===== src/rtl/pc_ir_unit.sv =====
// Multicycle MIPS fetch stage: holds the PC, IR, MDR and ALUOut registers.
// It also selects the memory address, computes the next PC and slices IR fields for the decoder.
module pc_ir_unit #(
  parameter int unsigned     WIDTH    = 32,
  parameter logic [WIDTH-1:0] RESET_PC = '0
) (
  input  logic             clk,
  input  logic             reset,
  input  logic             pcwrite,
  input  logic             branch,
  input  logic             IorD,
  input  logic             IRwrite,
  input  logic [1:0]       pcsrc,
  input  logic [WIDTH-1:0] aluresult,
  input  logic             zero,
  input  logic [WIDTH-1:0] readdata,
  output logic [WIDTH-1:0] adr,
  output logic [WIDTH-1:0] pc,
  output logic [WIDTH-1:0] instr,
  output logic [5:0]       op,
  output logic [5:0]       funct,
  output logic [4:0]       rs,
  output logic [4:0]       rt,
  output logic [4:0]       rd,
  output logic [15:0]      imm,
  output logic [WIDTH-1:0] data,
  output logic [WIDTH-1:0] aluout,
  output logic             adr_misaligned
);

  localparam logic [1:0] PcSrcAlu    = 2'b00;
  localparam logic [1:0] PcSrcAluOut = 2'b01;
  localparam logic [1:0] PcSrcJump   = 2'b10;
  localparam logic [1:0] PcSrcHold   = 2'b11;

  logic [WIDTH-1:0] r_pc;
  logic [WIDTH-1:0] r_instr;
  logic [WIDTH-1:0] r_data;
  logic [WIDTH-1:0] r_aluout;

  logic             w_pcen;
  logic [WIDTH-1:0] w_pc_next;
  logic [WIDTH-1:0] w_jump_target;

  assign w_pcen = pcwrite | (branch & zero);

  // Upper PC bits above the 28-bit jump region are kept from the current PC.
  assign w_jump_target = {r_pc[WIDTH-1:28], r_instr[25:0], 2'b00};

  always_comb begin
    w_pc_next = r_pc;
    unique case (pcsrc)
      PcSrcAlu:    w_pc_next = aluresult;
      PcSrcAluOut: w_pc_next = r_aluout;
      PcSrcJump:   w_pc_next = w_jump_target;
      PcSrcHold:   w_pc_next = r_pc;
      default:     w_pc_next = r_pc;
    endcase
  end

  always_ff @(posedge clk or posedge reset) begin
    if (reset) begin
      r_pc <= RESET_PC;
    end else if (w_pcen) begin
      r_pc <= w_pc_next;
    end
  end

  always_ff @(posedge clk or posedge reset) begin
    if (reset) begin
      r_instr <= '0;
    end else if (IRwrite) begin
      r_instr <= readdata;
    end
  end

  always_ff @(posedge clk or posedge reset) begin
    if (reset) begin
      r_data   <= '0;
      r_aluout <= '0;
    end else begin
      r_data   <= readdata;
      r_aluout <= aluresult;
    end
  end

  assign adr            = IorD ? r_aluout : r_pc;
  assign adr_misaligned = |adr[1:0];

  assign pc     = r_pc;
  assign instr  = r_instr;
  assign data   = r_data;
  assign aluout = r_aluout;

  assign op    = r_instr[31:26];
  assign rs    = r_instr[25:21];
  assign rt    = r_instr[20:16];
  assign rd    = r_instr[15:11];
  assign imm   = r_instr[15:0];
  assign funct = r_instr[5:0];

endmodule


===== config.mk =====
export PLATFORM = sky130hd
export DESIGN_NAME = pc_ir_unit
export DESIGN_NICKNAME = d
export VERILOG_FILES = /design/src/rtl/pc_ir_unit.sv
export SDC_FILE = /design/constraint.sdc
export NUM_CORES = 1
export LEC_CHECK = 0
export BUFFER_PORTS_ARGS = -buffer_cell sky130_fd_sc_hd__buf_2
export CAP_MARGIN = 20
export CORE_ASPECT_RATIO = 0.75
export CORE_MARGIN = 3
export CORE_UTILIZATION = 46
export DETAILED_ROUTE_END_ITERATION = 8
export PLACE_DENSITY = 0.82
export SETUP_SLACK_MARGIN = 0.5
export SLEW_MARGIN = 20
export SYNTH_ARGS = -nofsm -noshare
export SYNTH_HDL_FRONTEND = slang
export SYNTH_SLANG_ARGS = --single-unit

===== constraint.sdc =====
create_clock -name clk -period 4.3 [get_ports clk]
set_clock_uncertainty 0.2 [all_clocks]
set_input_delay 0 -clock clk [delete_from_list [all_inputs] [get_ports clk]]
set_output_delay 0 -clock clk [all_outputs]
set_load 0.05 [all_outputs]

==> flow_summary.json, run 1 <==
{
  "hpwl_um": 10200,
  "clock_sinks": 128,
  "cp_cell_sequence": "dlygate4sd3_1 > buf_2 > a21oi_2 > dlygate4sd3_1 > buf_4 > or2_2 > mux2_2",
  "cts-resized-gates": 0,
  "synth_common_cells": "dfrtp_1, mux2_2, buf_4",
  "antennaDiodeCount": 0,
  "ys_async_sr_fraction": 1.00,
  "path_max_fanout": 28,
  "startpoint_type": "input pin",
  "dp_slack_ns": 2.29,
  "rsz0062_at_grt": "false",
  "p_per_area_mw_per_mm2": 549,
  "drt_iter0_markers": 119,
  "ys_ff_latch": 128,
  "die_area_mm2": 0.0132,
  "yosysMostFrequentCell": "dfrtp_1",
  "start_util": 0.484,
  "drt_pass1_iterations": 4,
  "grt_pass1_wl_um": 25500,
  "intPower_mw": 2.73,
  "clkPwrFrac": 0.371,
  "drive_gt1_frac": 0.569,
  "cp.arrival_ns": 2.70,
  "fillers": 781,
  "synth-edff-count": 0,
  "crit_slowest_cell": "or2_2",
  "crit_family": "buffers and inverters",
  "cp-end-kind": "flop",
  "p_sw_mw": 1.62,
  "vias": 4484,
  "crit_top_cell": "dlygate4sd3_1",
  "io_buffers": 276,
  "cts.clk_slew.worst_paths_ns": 0.06,
  "slew_viol_final": 0,
  "via_per_inst": 5.17,
  "ioPinCount": 277,
  "pwr-share-comb": 0.304,
  "ant_nets": 0,
  "cts_buffers": 17,
  "final.min_clock_period_ns": 2.62,
  "worst_slew_pin_slew_ns": 0.981,
  "maxSlewHeadroom": 0.346,
  "synth_ff_type": "dfrtp_1",
  "drc": 0,
  "clock_latency_ns": 0.40,
  "cts_root_buf": "clkbuf_16",
  "netlist_top_cells_area": "dfrtp_1, mux2_2, buf_4",
  "post_cts_buffers": 0,
  "gp_congestion": 0.826,
  "cts_max_path_buffers": 2,
  "post-synth-top-area-fraction": 0.590,
  "ctsHtreeMaxLevel": 4,
  "grt_max_degree": 65,
  "yosysSeqAreaShare": 0.590,
  "totalWireLength_um": 16300,
  "power_frac_seq": 0.325,
  "fin_crit_sh": 0.608,
  "hold_violations": 0,
  "die_width_um": 131,
  "yosysUniqueCellTypes": 18,
  "overflow": 0,
  "post_drt_wl_per_cell_um": 18.8,
  "die-height_um": 100,
  "syn_inst": 402,
  "tns_ns": 0,
  "setup_viol": 0,
  "yosys_warnings": 0,
  "max_freq_mhz": 382,
  "area_growth_syn_to_layout_pct": 45.8,
  "worst_ir_drop_vdd_mv": 0.306,
  "hp-class": "input pin to async pin",
  "cts_tree": "built",
  "setup_ws_ns": 1.68,
  "grt_pass1_vias": 4808,
  "synth_area_per_cell_um2": 13.5,
  "critPathKind": "input pin to flop",
  "switching_share": 0.372,
  "p_leak_nw": 3.83,
  "finalNetCount": 773,
  "worst-path-buf-inv": 4,
  "grt_use_total": 0.244,
  "status": "finished, final reports clean",
  "core_mm2": 0.0112,
  "synth_nets": 478,
  "synth_top_area_cell": "dfrtp_1",
  "synthesis.area_mm2": 0.00543,
  "crit_required_ns": 4.39,
  "critical_path.max_stage_delay_ns": 0.72,
  "max_cap_violations": 0,
  "rows": 33,
  "grt_antenna_before_repair": 0
}
## registers in the layout, indices dropped and copies added, names as in the netlist
register and count:
aluout 32, data 32, instr 32, pc 32
## through the flow
| step | area, um^2 | cells | power (mW) | utilization | hold WS [ns] |
|---|---|---|---|---|---|
| floorplan | 5430 | 402 | 2.44 | - | -0.169 |
| global placement | 6580 | 768 | 2.68 | 0.586 | -0.118 |
| detailed placement | 6580 | 768 | 2.70 | 0.586 | -0.109 |
| CTS | 7920 | 867 | 4.37 | 0.705 | 0.00987 |
| global route | 7920 | 867 | 4.49 | 0.705 | 0.0341 |
| finish | 7920 | 867 | 4.35 | 0.705 | 0.000644 |
## per-layer routing
| layer | vias up | wire length (um) | global-route usage |
|---|---|---|---|
| li1 | 1987 | - | - |
| met1 | 2281 | 6460 | 0.276 |
| met2 | 194 | 8720 | 0.455 |
| met4 | 0 | 204 | 0.0791 |
| met5 | - | 0 | 0 |
| met3 | 22 | 922 | 0.0646 |
## cell families after synthesis
logic type	Yosys count	share of synthesized area
mux	70	0.145
compound gates	85	0.126
simple gates	41	0.0426
fa+ha+maj	3	0.00691
flops	128	0.590
buf+inv	75	0.0891
## worst paths after layout
path	to	slack (ns)	cells past startpoint	from
worst max-delay path	pc[0]$_DFFE_PP0P_	1.68	7	pcwrite
worst min-delay path	data[29]$_DFF_PP0_	0.0006	3	reset
worst max register to register	pc[4]$_DFFE_PP0P_	3.01	2	instr[2]$_DFFE_PP0P_
worst min register to register	instr[27]$_DFFE_PP0P_	0.32	1	instr[27]$_DFFE_PP0P_
max in group asynchronous	aluout[20]$_DFF_PP0_	2.87	4	reset
min in group clk	aluout[29]$_DFF_PP0_	0.04	2	aluresult[29]
## area by class of cell
cell class / instances / area (um^2) / area share
inverters: 3 / 13.8 / 0.00174
multi-input cells: 199 / 1750 / 0.221
clock buffers: 20 / 467 / 0.0589
flip-flops and latches: 128 / 3200 / 0.404
repair buffers: 348 / 2090 / 0.264
clock inverters: 12 / 203 / 0.0256
well taps: 157 / 196 / 0.0248
## layout by cell type, fill, tap and decap left out
master / synthesis / final
buf_4: 43 / 5
bufinv_16: 0 / 5
o31ai_1: 7 / 7
mux2_1: 3 / 3
o31ai_2: 19 / 19
dfrtp_1: 128 / 128
clkinv_4: 0 / 2
clkbuf_16: 0 / 17
inv_1: 3 / 2
a21oi_2: 1 / 1
or3_4: 1 / 1
ha_1: 3 / 2
inv_6: 0 / 2
a221oi_1: 26 / 26
or2_1: 2 / 1
buf_2: 9 / 276
or2_2: 0 / 1
clkinv_2: 0 / 2
clkbuf_8: 0 / 3
nand2_1: 12 / 12
clkinvlp_4: 0 / 1
mux2_2: 67 / 67
dlygate4sd3_1: 0 / 67
nor2b_1: 26 / 26
ha_2: 0 / 1
o21ai_0: 32 / 32
inv_4: 0 / 1
## power by group through the flow
stage          registers, mW  logic [mW]  clock network, mW
2_1_floorplan           1.82       0.623                  0
3_3_place_gp            1.43        1.25                  0
3_5_place_dp            1.43        1.27                  0
4_1_cts                 1.41        1.32               1.63
5_1_grt                 1.43        1.37               1.69
6_report                1.41        1.32               1.61
## timing repair
action,CTS,global route
endpoints found under the setup margin,0,0
hold endpoints to repair,172,0
hold buffers,67,0
## tightest hold or removal path, cell delays in order
cell and delay [ns]:
dlygate4sd3_1 0.53, buf_2 0.13, inv_4 0.39
Power figures use the tool's default switching activity.
==> run 2, diff against run 1 <==
clock period = 2.6 ns   (was 4.3 ns; I/O delays follow)
==> flow_summary.json, run 2 (same netlist as run 1, synthesis figures left out) <==
{
  "setup_ws_ns": 0.855,
  "antennaDiodeCount": 0,
  "critPathKind": "flop to output pin",
  "totalWireLength_um": 16200,
  "io_buffers": 276,
  "hold_violations": 0,
  "maxSlewHeadroom": 0.451,
  "final.min_clock_period_ns": 1.74,
  "die_area_mm2": 0.0132,
  "overflow": 0,
  "grt_pass1_vias": 4788,
  "rows": 33,
  "hp-class": "input pin to flop",
  "final_area_mm2": 0.00786,
  "die-height_um": 100,
  "ioPinCount": 277,
  "cp.arrival_ns": 1.54,
  "area_growth_syn_to_layout_pct": 44.7,
  "worst_ir_drop_vdd_mv": 0.664,
  "tns_ns": 0,
  "ctsHtreeMaxLevel": 4,
  "grt_max_degree": 129,
  "cts_max_path_buffers": 2,
  "drc": 0,
  "die_width_um": 131,
  "final_common_cell": "buf_2",
  "setup_viol": 0,
  "cp-end-kind": "output pin",
  "hold_depth": 2,
  "path_max_fanout": 3,
  "crit_required_ns": 2.40,
  "cts.clk_slew.worst_paths_ns": 0.06,
  "reg2reg_depth": 2,
  "cts_buffers": 17,
  "clock_latency_ns": 0.40,
  "drt_pass1_iterations": 4,
  "p_leak_nw": 3.79,
  "fin_crit_sh": 0.671,
  "grt_pass1_wl_um": 25600,
  "rsz0062_at_grt": "false",
  "p_per_area_mw_per_mm2": 873,
  "clock_sinks": 128,
  "ctsHoldBuffers": 66,
  "worst_slew_pin_slew_ns": 0.823,
  "start_util": 0.484,
  "max_cap_violations": 0,
  "vias": 4458,
  "gp_congestion": 0.822,
  "layout_common_cells": "buf_2, dfrtp_1, mux2_2",
  "startpoint_type": "flop",
  "ant_nets": 0,
  "cts-resized-gates": 0,
  "dp_slack_ns": 0.694,
  "place_area_mm2": 0.00661,
  "cts_root_buf": "clkbuf_16",
  "cts_tree": "built",
  "slew_viol_final": 0,
  "drive_gt1_frac": 0.570,
  "final_util": 0.700,
  "grt_use_total": 0.244,
  "status": "finished, final reports clean",
  "max_freq_mhz": 573,
  "via_per_inst": 5.14,
  "rrSetupSlack_ns": 1.34,
  "core_mm2": 0.0112,
  "grt_antenna_before_repair": 0,
  "finalNetCount": 774,
  "drt_iter0_markers": 200,
  "holdWs_ns": 0.0466,
  "post_drt_wl_per_cell_um": 18.7,
  "hpwl_um": 10500,
  "post_cts_buffers": 0
}
run 2: cell types whose count changed in the layout (fill, tap and decap cells not counted), sizes merged:
cell         before  now
buf             281  283
bufinv            5    2
clkinv            4    5
clkinvlp          1    5
dlygate4sd3      67   66
inv               5    3
run 2: final timing paths:
check	from	endpoint
worst max-delay path	pc[1]$_DFFE_PP0P_	adr_misaligned
min in group asynchronous	reset	pc[30]$_DFFE_PP0P_
worst max register to register	instr[4]$_DFFE_PP0P_	pc[6]$_DFFE_PP0P_
worst min register to register	instr[27]$_DFFE_PP0P_	instr[27]$_DFFE_PP0P_
max in group asynchronous	reset	pc[11]$_DFFE_PP0P_
worst min-delay path	readdata[29]	data[29]$_DFF_PP0_
run 2: per-stage QoR:
step / total power [mW] / std cells
CTS: 6.89 / 868
floorplan: 4.04 / 402
global placement: 4.44 / 770
detailed placement: 4.47 / 770
finish: 6.86 / 868
global route: 7.10 / 868
run 2: layout make-up:
class                   count  area (um^2)
multi-input cells         199         1750
inverters                   3         15.0
clock inverters            12          135
well taps                 157          196
clock buffers              20          457
flip-flops and latches    128         3200
repair buffers            349         2110
fillers                   799         3370
run 2: power breakdown:
group          total, mW  switching, mW  internal, mW  leakage [nW]
clock               2.33          0.862          1.47         0.279
combinational       2.19           1.63         0.556          1.99
sequential          2.34          0.159          2.18          1.52
run 2: per-layer routing:
layer	track usage	vias to the layer above	share of wire
met3	0.0611	31	0.072
met4	0.0847	0	0.019
li1	-	1996	-
met5	0	-	0
met1	0.289	2204	0.39
met2	0.439	227	0.52
run 2: worst max-delay path, stage by stage, from the launching register on:
cell and delay (ns):
dfrtp_1 0.40, mux2_2 0.30, or2_1 0.24, buf_2 0.21
